$ cat config.mk
export PLATFORM = sky130hd
export DESIGN_NAME = adc_spi_capture
export DESIGN_NICKNAME = d
export VERILOG_FILES = /design/src/rtl/adc_capture_pkg.sv /design/src/rtl/adc_sclk_gen.sv /design/src/rtl/adc_spi_capture.sv
export SDC_FILE = /design/constraint.sdc
export NUM_CORES = 1
export LEC_CHECK = 0
export BUFFER_PORTS_ARGS = -buffer_cell sky130_fd_sc_hd__buf_4
export CAP_MARGIN = 20
export CORE_MARGIN = 2
export CORE_UTILIZATION = 30
export DETAILED_ROUTE_END_ITERATION = 10
export PLACE_DENSITY_LB_ADDON = 0.1
export SLEW_MARGIN = 30
export SYNTH_ARGS = -nofsm -noshare
export SYNTH_HDL_FRONTEND = slang
export SYNTH_SLANG_ARGS = --single-unit
export TNS_END_PERCENT = 30
$ cat constraint.sdc
create_clock -name clk -period 3.66 [get_ports clk]
set_input_delay 0.183 -clock clk [delete_from_list [all_inputs] [get_ports clk]]
set_output_delay 0.183 -clock clk [all_outputs]
set_load 0.05 [all_outputs]
$ cat src/rtl/adc_capture_pkg.sv
// Shared types and constants for the ADC SPI capture block.
package adc_capture_pkg;

  typedef enum logic [1:0] {
    IDLE  = 2'd0,
    CONV  = 2'd1,
    SHIFT = 2'd2,
    DONE  = 2'd3
  } state_t;

  localparam int FRAME_BITS    = 16;                     // bits per ADC word
  localparam int CONVST_CYCLES = 2;                      // convst strobe width
  localparam int AVG_LOG2      = 2;                      // log2 of frames averaged
  localparam int AVG_W         = FRAME_BITS + AVG_LOG2;  // accumulator width

endpackage

$ cat src/rtl/adc_sclk_gen.sv
// SPI serial clock divider for the ADC readout.
// While en is high, sclk toggles every CLK_DIV cycles starting low. rise/fall
// are single-cycle enables asserted in the cycle before sclk changes, so the
// consumer acts on the same clk edge that moves sclk. edges_done goes high once
// FRAME_BITS rising edges have been issued in the current frame.
module adc_sclk_gen
  import adc_capture_pkg::*;
#(
  parameter int CLK_DIV = 4
) (
  input  logic clk,
  input  logic rst,
  input  logic en,
  output logic sclk,
  output logic rise,
  output logic fall,
  output logic edges_done
);

  logic [7:0] div_cnt;
  logic [4:0] rise_cnt;
  logic       half_end;

  assign half_end   = en && (div_cnt == 8'(CLK_DIV - 1));
  assign rise       = half_end && !sclk;
  assign fall       = half_end && sclk;
  assign edges_done = (rise_cnt == 5'(FRAME_BITS));

  // Half-period divider, sclk toggle and rising-edge counter; all cleared when disabled.
  always_ff @(posedge clk or posedge rst) begin
    if (rst) begin
      div_cnt  <= '0;
      sclk     <= 1'b0;
      rise_cnt <= '0;
    end else if (!en) begin
      div_cnt  <= '0;
      sclk     <= 1'b0;
      rise_cnt <= '0;
    end else begin
      div_cnt <= half_end ? 8'd0 : div_cnt + 8'd1;
      if (half_end) sclk <= ~sclk;
      if (rise) rise_cnt <= rise_cnt + 5'd1;
    end
  end

endmodule

$ cat src/rtl/adc_spi_capture.sv
// Periodic ADC conversion trigger and 16-bit SPI readout.
// A period counter fires a trigger every SAMPLE_PERIOD cycles while sample_en
// is high. Each accepted trigger runs CONV (convst strobe, conversion wait),
// SHIFT (cs_n low, 16 sclk periods, sdo captured MSB first on sclk rise) and
// DONE (publish the word and pulse adc_ready). Triggers arriving while a frame
// is active are dropped and flagged in missed_trig.
// Trigger-to-ready latency: 2 (trigger register + IDLE->CONV) + CONV_CYCLES
// + 32*CLK_DIV + 1 (DONE) cycles.
// Build option: define ADC_AVG_EN to average 4 frames per adc_ready.
module adc_spi_capture
  import adc_capture_pkg::*;
#(
  parameter int CLK_DIV       = 4,
  parameter int CONV_CYCLES   = 40,
  parameter int SAMPLE_PERIOD = 200
) (
  input  logic        clk,
  input  logic        rst,
  input  logic        sample_en,
  input  logic        adc_sdo,
  output logic        adc_convst,
  output logic        adc_cs_n,
  output logic        adc_sclk,
  output logic [15:0] adc_data,
  output logic        adc_ready,
  output logic        missed_trig
);

  localparam int PER_W = $clog2(SAMPLE_PERIOD);

  state_t                  state, state_next;
  logic [PER_W-1:0]        per_cnt;
  logic                    trig;
  logic [15:0]             conv_cnt;
  logic [FRAME_BITS-1:0]   shreg;
  logic                    sclk_rise, sclk_fall, sclk_edges_done;
  logic                    shift_end;

  adc_sclk_gen #(
    .CLK_DIV(CLK_DIV)
  ) u_sclk (
    .clk        (clk),
    .rst        (rst),
    .en         (state == SHIFT),
    .sclk       (adc_sclk),
    .rise       (sclk_rise),
    .fall       (sclk_fall),
    .edges_done (sclk_edges_done)
  );

  // Frame ends on the falling edge that follows the 16th rising edge.
  assign shift_end  = sclk_fall && sclk_edges_done;
  assign adc_convst = (state == CONV) && (conv_cnt < 16'(CONVST_CYCLES));
  assign adc_cs_n   = (state != SHIFT);

  // Period counter and registered trigger; counter parks at 0 while disabled.
  always_ff @(posedge clk or posedge rst) begin
    if (rst) begin
      per_cnt <= '0;
      trig    <= 1'b0;
    end else if (!sample_en) begin
      per_cnt <= '0;
      trig    <= 1'b0;
    end else begin
      trig    <= (per_cnt == '0);
      per_cnt <= (per_cnt == PER_W'(SAMPLE_PERIOD - 1)) ? '0 : per_cnt + PER_W'(1);
    end
  end

  // State register.
  always_ff @(posedge clk or posedge rst) begin
    if (rst) state <= IDLE;
    else     state <= state_next;
  end

  // Next-state logic.
  always_comb begin
    state_next = state;
    case (state)
      IDLE:    if (trig) state_next = CONV;
      CONV:    if (conv_cnt == 16'(CONV_CYCLES - 1)) state_next = SHIFT;
      SHIFT:   if (shift_end) state_next = DONE;
      DONE:    state_next = IDLE;
      default: state_next = IDLE;
    endcase
  end

  // Conversion wait counter, running only in CONV.
  always_ff @(posedge clk or posedge rst) begin
    if (rst)                conv_cnt <= '0;
    else if (state == CONV) conv_cnt <= conv_cnt + 16'd1;
    else                    conv_cnt <= '0;
  end

  // Serial capture, MSB first, on each sclk rising edge.
  always_ff @(posedge clk or posedge rst) begin
    if (rst)            shreg <= '0;
    else if (sclk_rise) shreg <= {shreg[FRAME_BITS-2:0], adc_sdo};
  end

  // Sticky dropped-trigger flag; sample_en low clears it.
  always_ff @(posedge clk or posedge rst) begin
    if (rst)                         missed_trig <= 1'b0;
    else if (!sample_en)             missed_trig <= 1'b0;
    else if (trig && state != IDLE)  missed_trig <= 1'b1;
  end

`ifdef ADC_AVG_EN
  logic [AVG_W-1:0]    sum;
  logic [AVG_W-1:0]    sum_next;
  logic [AVG_LOG2-1:0] frame_cnt;

  assign sum_next = sum + AVG_W'(shreg);

  // Accumulate 4 frames, publish the truncated mean, then restart the sum.
  always_ff @(posedge clk or posedge rst) begin
    if (rst) begin
      sum       <= '0;
      frame_cnt <= '0;
      adc_data  <= '0;
      adc_ready <= 1'b0;
    end else begin
      adc_ready <= 1'b0;
      if (state == DONE) begin
        if (&frame_cnt) begin
          adc_data  <= sum_next[AVG_W-1:AVG_LOG2];
          adc_ready <= 1'b1;
          sum       <= '0;
          frame_cnt <= '0;
        end else begin
          sum       <= sum_next;
          frame_cnt <= frame_cnt + 1'b1;
        end
      end else if (!sample_en) begin
        sum       <= '0;
        frame_cnt <= '0;
      end
    end
  end
`else
  // Publish every completed frame.
  always_ff @(posedge clk or posedge rst) begin
    if (rst) begin
      adc_data  <= '0;
      adc_ready <= 1'b0;
    end else begin
      adc_ready <= (state == DONE);
      if (state == DONE) adc_data <= shreg;
    end
  end
`endif

endmodule

---- Word-level counts from Yosys, hierarchy flattened ----
Index checks and enable logic that the tools add are counted.
cells by class
  equality and inequality tests ........... 14
  reduce and logical (&&, ||, !) cells .... 11
  order comparisons ....................... 1
  bitwise logic cells ..................... 1
  add/sub/neg operators ................... 4
  muxes and demuxes ....................... 16
operators with widths
  kind                                                                      number
  8-bit 2-to-1 mux                                                          4
  16-bit by 1-bit adder with 16-bit output (second input constant)          1
  8-bit by 1-bit adder with 8-bit output (second input constant)            2
  16-bit by 6-bit == test with 1-bit output (second input constant)         1
  16-bit by 2-bit < comparator with 1-bit output (second input constant)    1
  16-bit 2-to-1 mux                                                         1
  2-bit inequality test (second input constant)                             6
  5-bit 2-to-1 mux                                                          2
  8-bit by 2-bit == test with 1-bit output (second input constant)          1
  8-bit == test (second input constant)                                     1
  8-bit zero test                                                           1
  2-bit one-hot mux with 4 select lines                                     1
  1-bit logical AND                                                         6
  2-bit 2-to-1 mux                                                          3
  5-bit by 1-bit adder with 5-bit output (second input constant)            1
  5-bit == test (second input constant)                                     1
  1-bit 2-to-1 mux                                                          5
  2-bit == test (second input constant)                                     2
  3-bit AND reduction                                                       1
  2-bit by 1-bit == test with 1-bit output (second input constant)          1
  2-bit zero test                                                           1
  2-bit by 1-bit inequality test with 1-bit output (second input constant)  1
  2-bit nonzero test                                                        1
  1-bit zero test                                                           1
  1-bit inverter                                                            1
storage, ports and cells
  bits in registers ....................... 75
  word-level logic and storage cells ...... 58
  output and inout bits ................... 21

---- Depth between registers and ports, before layout ----
Gate-level depths: netlist of run 1.
  word-level depth ........................ 6
  gate-level depth with buffers ........... 7

---- Hierarchy ----
From an unflattened synthesis of run 1, not the netlist that was laid out.
unflattened totals
  cell total of the unflattened synthesis .. 290
  area, all modules ....................... 3407.0 um^2
by module, submodules not included
  module           instances  area an instance (um^2)  sequential area each (um^2)  cells an instance
  adc_spi_capture  1          2643.8                   1526.5                       211
  adc_sclk_gen     1          763.2                    350.3                        79

---- Worst setup path after synthesis of run 1 ----
No wires, ideal clock.
  kind .................................... reg2out
  start ................................... register state[1]
  end ..................................... output adc_convst
  buffers on the path ..................... 0
  cell stages (with the launch flop) ...... 5
  arrival time ............................ 2737 ps
  setup slack ............................. 740 ps
  cells stage by stage .................... dfrtp_1 -> inv_1 -> ha_1 -> or4b_2 -> nor4_1
on the way
  word-level cells in the longest chain between the ends .. 2
ends and longest elaborated chain
  element                                   RTL line               RTL
  start, declared                           adc_spi_capture.sv:31  state_t state, state_next;
  start signal, assigned                    adc_spi_capture.sv:73  else state <= state_next;
  2-bit by 1-bit == test with 1-bit output  adc_spi_capture.sv:53  assign adc_convst = (state == CONV) && (conv_cnt < 16'(CONVST_CYCLES));
  1-bit logical AND                         adc_spi_capture.sv:53
  end, declared                             adc_spi_capture.sv:21  output logic adc_convst,
No other way between the ends.

---- Worst setup path in the final report of run 1 ----
Ends and elaborated chain as after synthesis.

==> out/results.txt, run 1 <==
Final setup viols: 0
Largest net degree at the start of global routing: 41
Initial antenna violation count: 0
DRT antenna net count: 0
Top_reg_cell synth: dfrtp_1
Critical Path, Cell by Cell: inv_1 -> ha_1 -> or4b_2 -> nor4_1 -> buf_4
Post-synth EDFFs: 0
Clock sink total: 75
Max Cap Viol: 0
Mapped cell area: 3360 um^2
FP Rows: 38
Top-area cell type share of the netlist area: 55.9%
CTS tree: done
Internal power: 1.41 mW
GP Congestion: 0.706
CP max stage cell: or4b_2
Post-CTS sizing: 0
Period utilisation layout: 74.1%
CTS Buf Count: 9
Synthesized area per cell: 12.2 um^2
Final wirelength: 6060 um
Io pins: 25
Tightest Pin Transition: 0.815 ns
TNS Setup: 0 ns
Die height: 110 um
RSZ-0062 raised after global routing: no
Hold Path End: shreg[0]
Post-synthesis cell count: 275
Fmax: 0.369 GHz
Die area: 12000 um^2
Via count: 2080
Worst-path fanout max: 18
R2R depth: 5
Layout cells sized above 1: 26.7%
Clock Skews: 0.00917 ns
Register area share after synthesis: 55.9%
Leading area contributor after synthesis: dfrtp_1
DRC Markers: 0
H-tree depth: 3
Remaining Overflow, GRT: 0
Hold slack: 0.0748 ns
Synthesis-to-layout area growth: 16.0%
Largest cells by area after synthesis: dfrtp_1, mux2_2, ha_1
Setup crit start kind: flop
Critical path depth in cells: 5
Core area: 10900 um^2
Vias per cell: 4.65
Final-report hold violation count: 0
Post-layout util: 35.8%
Clk pwr share: 31.0%
Data required, critical path: 3.48 ns
Clk pin slew, worst setup/hold paths: 0.08 ns
Worst reg2reg path startpoint: u_sclk.div_cnt[0]
Sw frac: 32.4%
First-pass GRT wire length: 10800 um
Leakage: 1.87 nW
Max Slew Vio Count: 0
Horiz. Die Dim: 110 um
CP endpoint kind: output port
Slew headroom: 45.6%
Hold path depth: 2
Overall routing resource usage: 11.7%
#FFs+latches synth: 75
CTS max path bufs: 2
N_diodes: 0
DP HPWL: 3940 um
Clk Latency, worst-skew pair: 0.35 ns
Hold Crit Start: adc_sdo
Starting Density: 30.8%
Maximum vdd ir drop: 233 uV
Status: completed
Gate power share: 23.9%
Critical path buffer and inverter count: 2
Critical Path AT: 2.53 ns
Ys Warns: 0
Vias in the first global route: 2153
Hold WC Path Type: input pin to flop
Average wire per standard cell: 13.5 um
Largest delay share family, worst path: simple AND/OR/NAND/NOR gates
Iteration-0 DRC Markers: 31
Post-synth net total: 289
Worst Path Class, Setup: flop to output port
Crit Reg-Reg Endpoint: state[1]
Reg2reg setup slack: 1.20 ns
Slowest cell delay on critical path: 0.64 ns
Drt pass-1 iters: 4
Pwr Density: 535 nW/um^2
Netlist cell types: 39
Asr flop ratio synth: 100%
Nets: 317
Clock Tree Root: clkbuf_8
Post-layout min period: 2.71 ns
Switching power total: 675 uW
Flop pwr share: 45.1%
CP startpoint: state[1]
IO Port Bufs: 24
power groups by stage:
stage               Combinational [mW]  Clock (mW)  Sequential, mW
finish                           0.497       0.646           0.939
detailed placement               0.509           0           0.956
floorplan                        0.314           0            1.01
global placement                 0.506           0           0.954
CTS                              0.511       0.684           0.940
global route                     0.553       0.711           0.950
cells in the mapped netlist (all sizes together), types with 2 or more instances:
| cell | instances |
|---|---|
| or4 | 5 |
| inv | 14 |
| buf | 2 |
| or3 | 4 |
| a21oi | 3 |
| nand4 | 7 |
| nand3 | 16 |
| clkbuf | 7 |
| and2 | 14 |
| nand2 | 6 |
| dfrtp | 75 |
| nor4 | 3 |
| and3 | 6 |
| xor2 | 10 |
| nor2 | 21 |
| mux2i | 2 |
| and4 | 2 |
| o21ai | 6 |
| or3b | 2 |
| xnor2 | 14 |
| mux2 | 33 |
| a21boi | 2 |
| ha | 10 |
layout make-up:
| type | count | area, um^2 |
|---|---|---|
| sequential | 75 | 1880 |
| multi-input combinational | 177 | 1390 |
| inverter | 14 | 53.8 |
| timing repair buffer | 26 | 198 |
| tap | 140 | 175 |
| clock inverter | 5 | 60.1 |
| clock buffer | 10 | 138 |
| fill | 1092 | 7000 |
cells by family after synthesis:
group                    after synthesis  synth area share [%]
flip-flops                            75                  55.9
multiplexers                          35                  11.7
XOR/XNOR                              24                  6.26
buffers and inverters                 23                  2.83
AND/OR/NAND/NOR                       91                  15.6
AO/OA/AOI/OAI                         17                  3.95
adder cells (fa/ha/maj)               10                  3.73
registers in the layout, indices dropped and copies added (netlist names):
register         cells
trig                 1
conv_cnt            16
u_sclk.rise_cnt      5
shreg               16
state                2
adc_ready            1
u_sclk.div_cnt       8
per_cnt              8
adc_data            16
missed_trig          1
u_sclk.sclk          1
metrics by stage:
stage	std cells	setup WS (ns)	cell area, um^2	power, mW
2_1_floorplan	275	0.740	3360	1.33
3_3_place_gp	431	1.25	3680	1.46
6_report	447	0.949	3890	2.08
5_1_grt	447	0.769	3890	2.21
3_5_place_dp	431	1.20	3680	1.46
4_1_cts	446	0.922	3870	2.14
how the worst max path moves through the flow:
stage          slack (ns)    endpoint
6_report             0.95  adc_convst
5_1_grt              0.77  adc_convst
4_1_cts              0.92  adc_convst
3_5_place_dp         1.20    state[1]
3_3_place_gp         1.25    state[1]
2_1_floorplan        0.74  adc_convst
layer usage:
metal | up-vias | track usage (%) | part of all wire [%]
met3 | 8 | 4.09 | 3.7
met5 | - | 0 | 0
met4 | 0 | 4.61 | 1.7
met1 | 1032 | 16.5 | 52
met2 | 27 | 16.3 | 43
li1 | 1013 | - | -
worst register-to-register path, delay by kind of cell (launching register included):
kind / cells / cell delay (ns)
DFF: 1 / 0.40
adders and majority gates: 1 / 0.23
muxes: 1 / 0.35
AOI/OAI and AO/OA: 1 / 0.25
and+or+nand+nor: 2 / 1.11
what timing repair did:
action / in CTS / in global routing
hold buffers: 0 / 1
endpoints found under the hold margin: 0 / 27
buffers inserted: 0 / 0
placed cells by master (no fill, tap or decap), drive strengths merged:
cell / synthesis / routed
ha: 10 / 10
clkinv: 0 / 2
bufinv: 0 / 1
inv: 14 / 15
and4: 2 / 2
or4b: 1 / 1
clkinvlp: 0 / 1
nand2: 6 / 6
o22ai: 1 / 1
nand2b: 1 / 1
a21oi: 3 / 3
nor2b: 1 / 1
or3: 4 / 4
dlygate4sd3: 0 / 1
and2: 14 / 14
a221oi: 1 / 1
nand3: 16 / 16
dfrtp: 75 / 75
o21ai: 6 / 6
or3b: 2 / 2
nor4: 3 / 3
xor2: 10 / 10
mux2i: 2 / 2
clkbuf: 7 / 10
xnor2: 14 / 14
and3: 6 / 6
a32o: 1 / 1
nor3: 1 / 1
o41a: 1 / 1
nor4b: 1 / 1
a21boi: 2 / 2
buf: 2 / 25
o32a: 1 / 1
mux2: 33 / 33
nor2: 21 / 21
o41ai: 1 / 1
or4: 5 / 5
nand4: 7 / 7
(Power assumes the default switching activity.)
==> run 2: changes to the inputs <==
==> constraint.sdc (replaced) <==
create_clock -name clk -period 2.8 [get_ports clk]
set_input_delay 0.14 -clock clk [delete_from_list [all_inputs] [get_ports clk]]
set_output_delay 0.14 -clock clk [all_outputs]
set_load 0.05 [all_outputs]
==> run 2 against run 1 <==
Against the previous run:
- critical path depth unchanged
- die area unchanged
- setup slack got worse by 0.58 ns
- combinational power increased by 33%
- register-to-register slack got worse by 0.83 ns
- wire length increased by 1.6%
- worst hold slack improved by 0.047 ns
- sequential cell count unchanged
- via count increased by 1.3%
- largest cell class unchanged
==> out/results.txt, run 2 (same netlist as run 1, synthesis figures left out) <==
Largest delay share family, worst path: simple AND/OR/NAND/NOR gates
Remaining Overflow, GRT: 0 (unchanged)
CP startpoint: u_sclk.div_cnt[0]
Clock Tree Root: clkbuf_8
Crit Reg-Reg Endpoint: state[1]
GP Congestion: 0.737 (+4.3%)
CTS max path bufs: 2 (unchanged)
Register area: 1880 um^2 (unchanged)
Clk Latency, worst-skew pair: 0.35 ns (about the same)
Worst setup endpoint: state[1]
Critical Path AT: 2.67 ns (+0.14 ns)
Most frequent cells in the layout: dfrtp_1, mux2_2, buf_4
Starting Density: 30.8% (unchanged)
Critical path depth in cells: 5 (unchanged)
Status: completed
Hold slack: 0.122 ns (+0.0471 ns)
Final wirelength: 6150 um (+1.6%)
Post-route cell area: 3930 um^2 (+0.87%)
N_diodes: 0 (unchanged)
Synthesis-to-layout area growth: 17.0%
Clock sink total: 75 (unchanged)
Vias per cell: 4.67 (+0.40%)
Data required, critical path: 3.04 ns (-0.44 ns)
Slowest cell delay on critical path: 0.55 ns (-0.09 ns)
Clock Skews: 0.0147 ns (+0.00558 ns)
Placed insts: 434 (+0.70%)
Iteration-0 DRC Markers: 70 (+130%)
Final-report hold violation count: 0 (unchanged)
CTS Buf Count: 9 (unchanged)
Overall routing resource usage: 11.7% (about the same)
R2R depth: 5 (unchanged)
Period utilisation layout: 86.8%
CP endpoint kind: flop
Vias in the first global route: 2132 (-0.98%)
First-pass GRT wire length: 10700 um (-0.96%)
Finished Layout Cells: 451 (+0.89%)
Worst reg2reg path startpoint: u_sclk.div_cnt[0]
Max Cap Viol: 0 (unchanged)
DP HPWL: 4160 um (+5.6%)
Hold WC Path Type: input pin to flop
Horiz. Die Dim: 110 um (unchanged)
Post-CTS Setup Inserts: 0 (unchanged)
Clk pin slew, worst setup/hold paths: 0.08 ns (about the same)
DRT antenna net count: 0 (unchanged)
Worst Path Class, Setup: flop to flop
Power Total: 2.74 mW (+32%)
Area of the multi-input gates: 1390 um^2 (about the same)
Critical Path, Cell by Cell: ha_1 -> or3b_2 -> or4_4 -> a221oi_4 -> mux2_1
Critical path buffer and inverter count: 0 (-2)
DRC Markers: 0 (unchanged)
Top flop regs: adc_data (16), conv_cnt (16), shreg (16)
Drt pass-1 iters: 4 (unchanged)
Via count: 2107 (+1.3%)
Fmax: 0.411 GHz
RSZ-0062 raised after global routing: no
H-tree depth: 3 (unchanged)
Cell Area, Placed: 3700 um^2 (+0.78%)
FP Rows: 38 (unchanged)
Fillers: 1096 (+0.37%)
Average wire per standard cell: 13.6 um (+0.68%)
Post-layout min period: 2.43 ns
Max Slew Vio Count: 0 (unchanged)
Tightest Pin Transition: 0.898 ns (+0.0824 ns)
IO Port Bufs: 24 (unchanged)
Leakage: 1.88 nW (+0.77%)
Pwr Density: 698 nW/um^2 (+30%)
Die height: 110 um (unchanged)
Final setup viols: 0 (unchanged)
Maximum vdd ir drop: 287 uV (+23%)
Most common cell after layout, fill and taps aside: dfrtp_1
Setup crit start kind: flop
Initial antenna violation count: 0 (unchanged)
Die area: 12000 um^2 (unchanged)
Nets: 321 (+1.3%)
CTS tree: done
Largest net degree at the start of global routing: 34 (-17%)
Slew headroom: 40.2% (-5.5 points)
Layout cells sized above 1: 27.3% (+0.62 points)
CP max stage cell: or4_4
TNS Setup: 0 ns (unchanged)
Reg2reg setup slack: 0.37 ns (-0.83 ns)
Io pins: 25 (unchanged)
Core area: 10900 um^2 (unchanged)
Worst-path fanout max: 5 (-13)
==> run 2: cell types whose count changed in the layout (fill, tap and decap cells not counted) <==
cell / previous run / this run
inv_2: 0 / 1
inv_6: 2 / 0
o41ai_1: 0 / 1
buf_4: 25 / 28
clkinvlp_4: 1 / 2
clkinv_2: 2 / 1
o41ai_2: 1 / 0
dlygate4sd3_1: 1 / 2
nor4_1: 3 / 2
nor4_2: 0 / 1
clkbuf_8: 10 / 11
==> run 2: stage by stage <==
step           setup slack [ns]  utilization [%]
3_3_place_gp              0.388             34.0
5_1_grt                   0.262             36.1
4_1_cts                   0.362             36.0
6_report                  0.368             36.1
3_5_place_dp              0.375             34.0
2_1_floorplan             0.384                -
==> run 2: timing repair <==
item | in CTS | in global routing
resized for setup | 0 | 0
hold endpoints to repair | 19 | 1
endpoints found under the setup margin | 0 | 0
hold buffers | 1 | 1
==> run 2: worst min path at each step <==
stage	from	endpoint	slack, ns	cells past startpoint
final	sample_en	per_cnt[4]	0.12	3
after global routing	sample_en	per_cnt[4]	0.12	3
after CTS	adc_sdo	shreg[0]	0.0007	2
after detailed placement	rst	per_cnt[4]	0.20	2
after global placement	rst	per_cnt[7]	0.20	2
after floorplan	adc_sdo	shreg[0]	0.29	1
==> run 2: routing by layer <==
metal | track usage (%) | vias up | part of all wire, %
li1 | - | 1026 | -
met1 | 16.5 | 1047 | 51
met2 | 16.1 | 27 | 43
met3 | 4.09 | 7 | 4.6
met4 | 4.97 | 0 | 1.3
met5 | 0 | - | 0
==> run 2: final cells by class <==
cell class              instances  share of cell area, %
flip-flops and latches         75                   47.8
well taps                     140                   4.46
clock buffers                  11                   3.86
clock inverters                 4                   1.27
repair buffers                 30                   5.86
multi-input cells             177                   35.4
inverters                      14                   1.34
==> run 2: where the power goes <==
part	switching [mW]	internal [mW]	total [mW]
Combinational	0.412	0.248	0.660
Sequential	0.0628	1.16	1.23
Clock	0.400	0.454	0.854
Total	0.874	1.87	2.74
==> run 2: worst reg2reg max path, delay by kind of cell, from the launching register on <==
kind	cells	cell delay (ns)
compound gates	1	0.25
fa+ha+maj	1	0.24
simple gates	2	1.09
mux	1	0.34
flops	1	0.40
==> run 3: changes to the inputs <==
--- a/config.mk
+++ b/config.mk
@@ -10,7 +10,6 @@
 export CORE_MARGIN = 2
 export CORE_UTILIZATION = 30
 export DETAILED_ROUTE_END_ITERATION = 10
-export PLACE_DENSITY_LB_ADDON = 0.1
 export SLEW_MARGIN = 30
 export SYNTH_ARGS = -nofsm -noshare
 export SYNTH_HDL_FRONTEND = slang
==> run 3 against run 2 <==
Against the previous run:
- cell count is the same
- via count fell by 0.57%
- count of clock-buffer cells in the layout shrank 1
- maximum frequency shrank 2.4%
- final area decreased by 0.29%
- critical path depth did not move
- worst hold slack worse by 0.099 ns
==> out/results.txt, run 3 (same netlist as run 1, synthesis figures left out) <==
Horiz. Die Dim: 110 um (unchanged)
Clk Latency, worst-skew pair: 0.35 ns (about the same)
R2R depth: 5 (unchanged)
Initial antenna violation count: 0 (unchanged)
Max Slew Vio Count: 0 (unchanged)
Remaining Overflow, GRT: 0 (unchanged)
DRC Markers: 0 (unchanged)
Max Cap Viol: 0 (unchanged)
Data required, critical path: 3.02 ns (-0.02 ns)
Hold slack: 0.0231 ns (-0.0988 ns)
GP Congestion: 0.769 (+4.5%)
Core area: 10900 um^2 (unchanged)
Clock Tree Root: clkbuf_8
Setup crit start kind: flop
Hold Crit Start: adc_sdo
Worst reg2reg path startpoint: u_sclk.div_cnt[0]
Worst-path fanout max: 5 (unchanged)
Clock Skews: 0.00914 ns (-0.00561 ns)
CP endpoint kind: flop
Power Total: 2.73 mW (-0.55%)
CTS max path bufs: 2 (unchanged)
Average wire per standard cell: 13.1 um (-3.8%)
CTS tree: done
Vias in the first global route: 2054 (-3.7%)
Hold Path End: shreg[0]
Most frequent cells in the layout: dfrtp_1, mux2_2, buf_4
CTS Buf Count: 9 (unchanged)
Pwr Density: 696 nW/um^2 (-0.27%)
Reg2reg setup slack: 0.31 ns (-0.06 ns)
Post-CTS Setup Inserts: 0 (unchanged)
First-pass GRT wire length: 10100 um (-5.9%)
N_diodes: 0 (unchanged)
Final WS setup: 0.308 ns (-0.0600 ns)
Most common cell after layout, fill and taps aside: dfrtp_1
Starting Density: 30.8% (unchanged)
Crit Reg-Reg Endpoint: state[1]
H-tree depth: 3 (unchanged)
Synthesis-to-layout area growth: 16.7%
Maximum vdd ir drop: 425 uV (+48%)
Vias per cell: 4.65 (-0.57%)
Hold path depth: 2 (-1)
Die height: 110 um (unchanged)
Nets: 320 (-0.31%)
Fmax: 0.401 GHz (-2.4%)
FP Rows: 38 (unchanged)
Drt pass-1 iters: 4 (unchanged)
DRT antenna net count: 0 (unchanged)
Largest net degree at the start of global routing: 39 (+15%)
Die area: 12000 um^2 (unchanged)
Finished Layout Cells: 451 (unchanged)
Post-layout min period: 2.49 ns (+0.0600 ns)
DP HPWL: 4070 um (-2.3%)
Layout cells sized above 1: 27.3% (unchanged)
Register area: 1880 um^2 (unchanged)
Period utilisation layout: 89.0% (+2.1 points)
Fillers: 1081 (-1.4%)
Final setup viols: 0 (unchanged)
Hold WC Path Type: input pin to flop
Worst Path Class, Setup: flop to flop
Final-report hold violation count: 0 (unchanged)
Placed insts: 434 (unchanged)
Cell Area, Placed: 3700 um^2 (unchanged)
Slew headroom: 44.9% (+4.7 points)
Top flop regs: adc_data (16), conv_cnt (16), shreg (16)
Tightest Pin Transition: 0.827 ns (-0.0706 ns)
Status: completed
Clock sink total: 75 (unchanged)
Overall routing resource usage: 10.9% (-0.77 points)
Post-route cell area: 3920 um^2 (-0.29%)
Setup Slack @ Placement: 0.353 ns (-0.0212 ns)
Via count: 2095 (-0.57%)
Io pins: 25 (unchanged)
TNS Setup: 0 ns (unchanged)
Clk pin slew, worst setup/hold paths: 0.08 ns (about the same)
Critical Path AT: 2.71 ns (+0.04 ns)
Area of the multi-input gates: 1390 um^2 (unchanged)
Iteration-0 DRC Markers: 92 (+31%)
IO Port Bufs: 24 (unchanged)
Post-layout util: 36.0% (-0.10 points)
RSZ-0062 raised after global routing: no
Final wirelength: 5920 um (-3.8%)
Leakage: 1.88 nW (-0.22%)
-- run 3: changes by cell type in the layout (fill, tap and decap cells not counted), sizes merged --
cell and delta:
clkinv +1, clkbuf -1, dlygate4sd3 -1, inv +2
clkinvlp -1
-- run 3: critical path, stage by stage, from the launching register on --
cell,delay [ns]
dfrtp_1,0.41
ha_1,0.25
or3b_2,0.54
or4_4,0.55
a221oi_4,0.26
mux2_1,0.36
-- run 3: timing repair --
item,4_1_cts,5_1_grt
endpoints found under the setup margin,0,0
hold buffers,1,0
hold endpoints to repair,36,0
resized for setup,0,0
-- run 3: power breakdown --
part	switching [mW]	internal [mW]
Combinational	0.411	0.247
Sequential	0.0651	1.16
Clock	0.417	0.421
Total	0.893	1.83
-- run 3: per-layer routing --
layer | share of wire (%) | routed length [um] | global-route usage (%) | vias up
li1 | - | - | - | 1019
met1 | 50 | 2930 | 15.2 | 1037
met2 | 45 | 2670 | 15.9 | 28
met3 | 3.5 | 210 | 2.90 | 11
met4 | 1.7 | 103 | 4.88 | 0
met5 | 0 | 0 | 0 | -
-- run 3: worst max-delay path by stage --
stage | to | from | slack [ns] | cells past startpoint
after floorplan | state[1] | u_sclk.div_cnt[0] | 0.38 | 6
after global placement | state[1] | u_sclk.div_cnt[0] | 0.40 | 5
after detailed placement | state[1] | u_sclk.div_cnt[0] | 0.35 | 5
after CTS | state[1] | u_sclk.div_cnt[0] | 0.31 | 5
after global routing | state[1] | u_sclk.div_cnt[0] | 0.22 | 5
final | state[1] | u_sclk.div_cnt[0] | 0.31 | 5
-- run 3: area by class of cell --
type / instances / area share, %
Sequential cell: 75 / 47.9
Multi-Input combinational cell: 177 / 35.5
Timing Repair Buffer: 29 / 5.62
Tap cell: 140 / 4.47
Clock buffer: 10 / 3.26
Clock inverter: 6 / 1.85
Inverter: 14 / 1.34
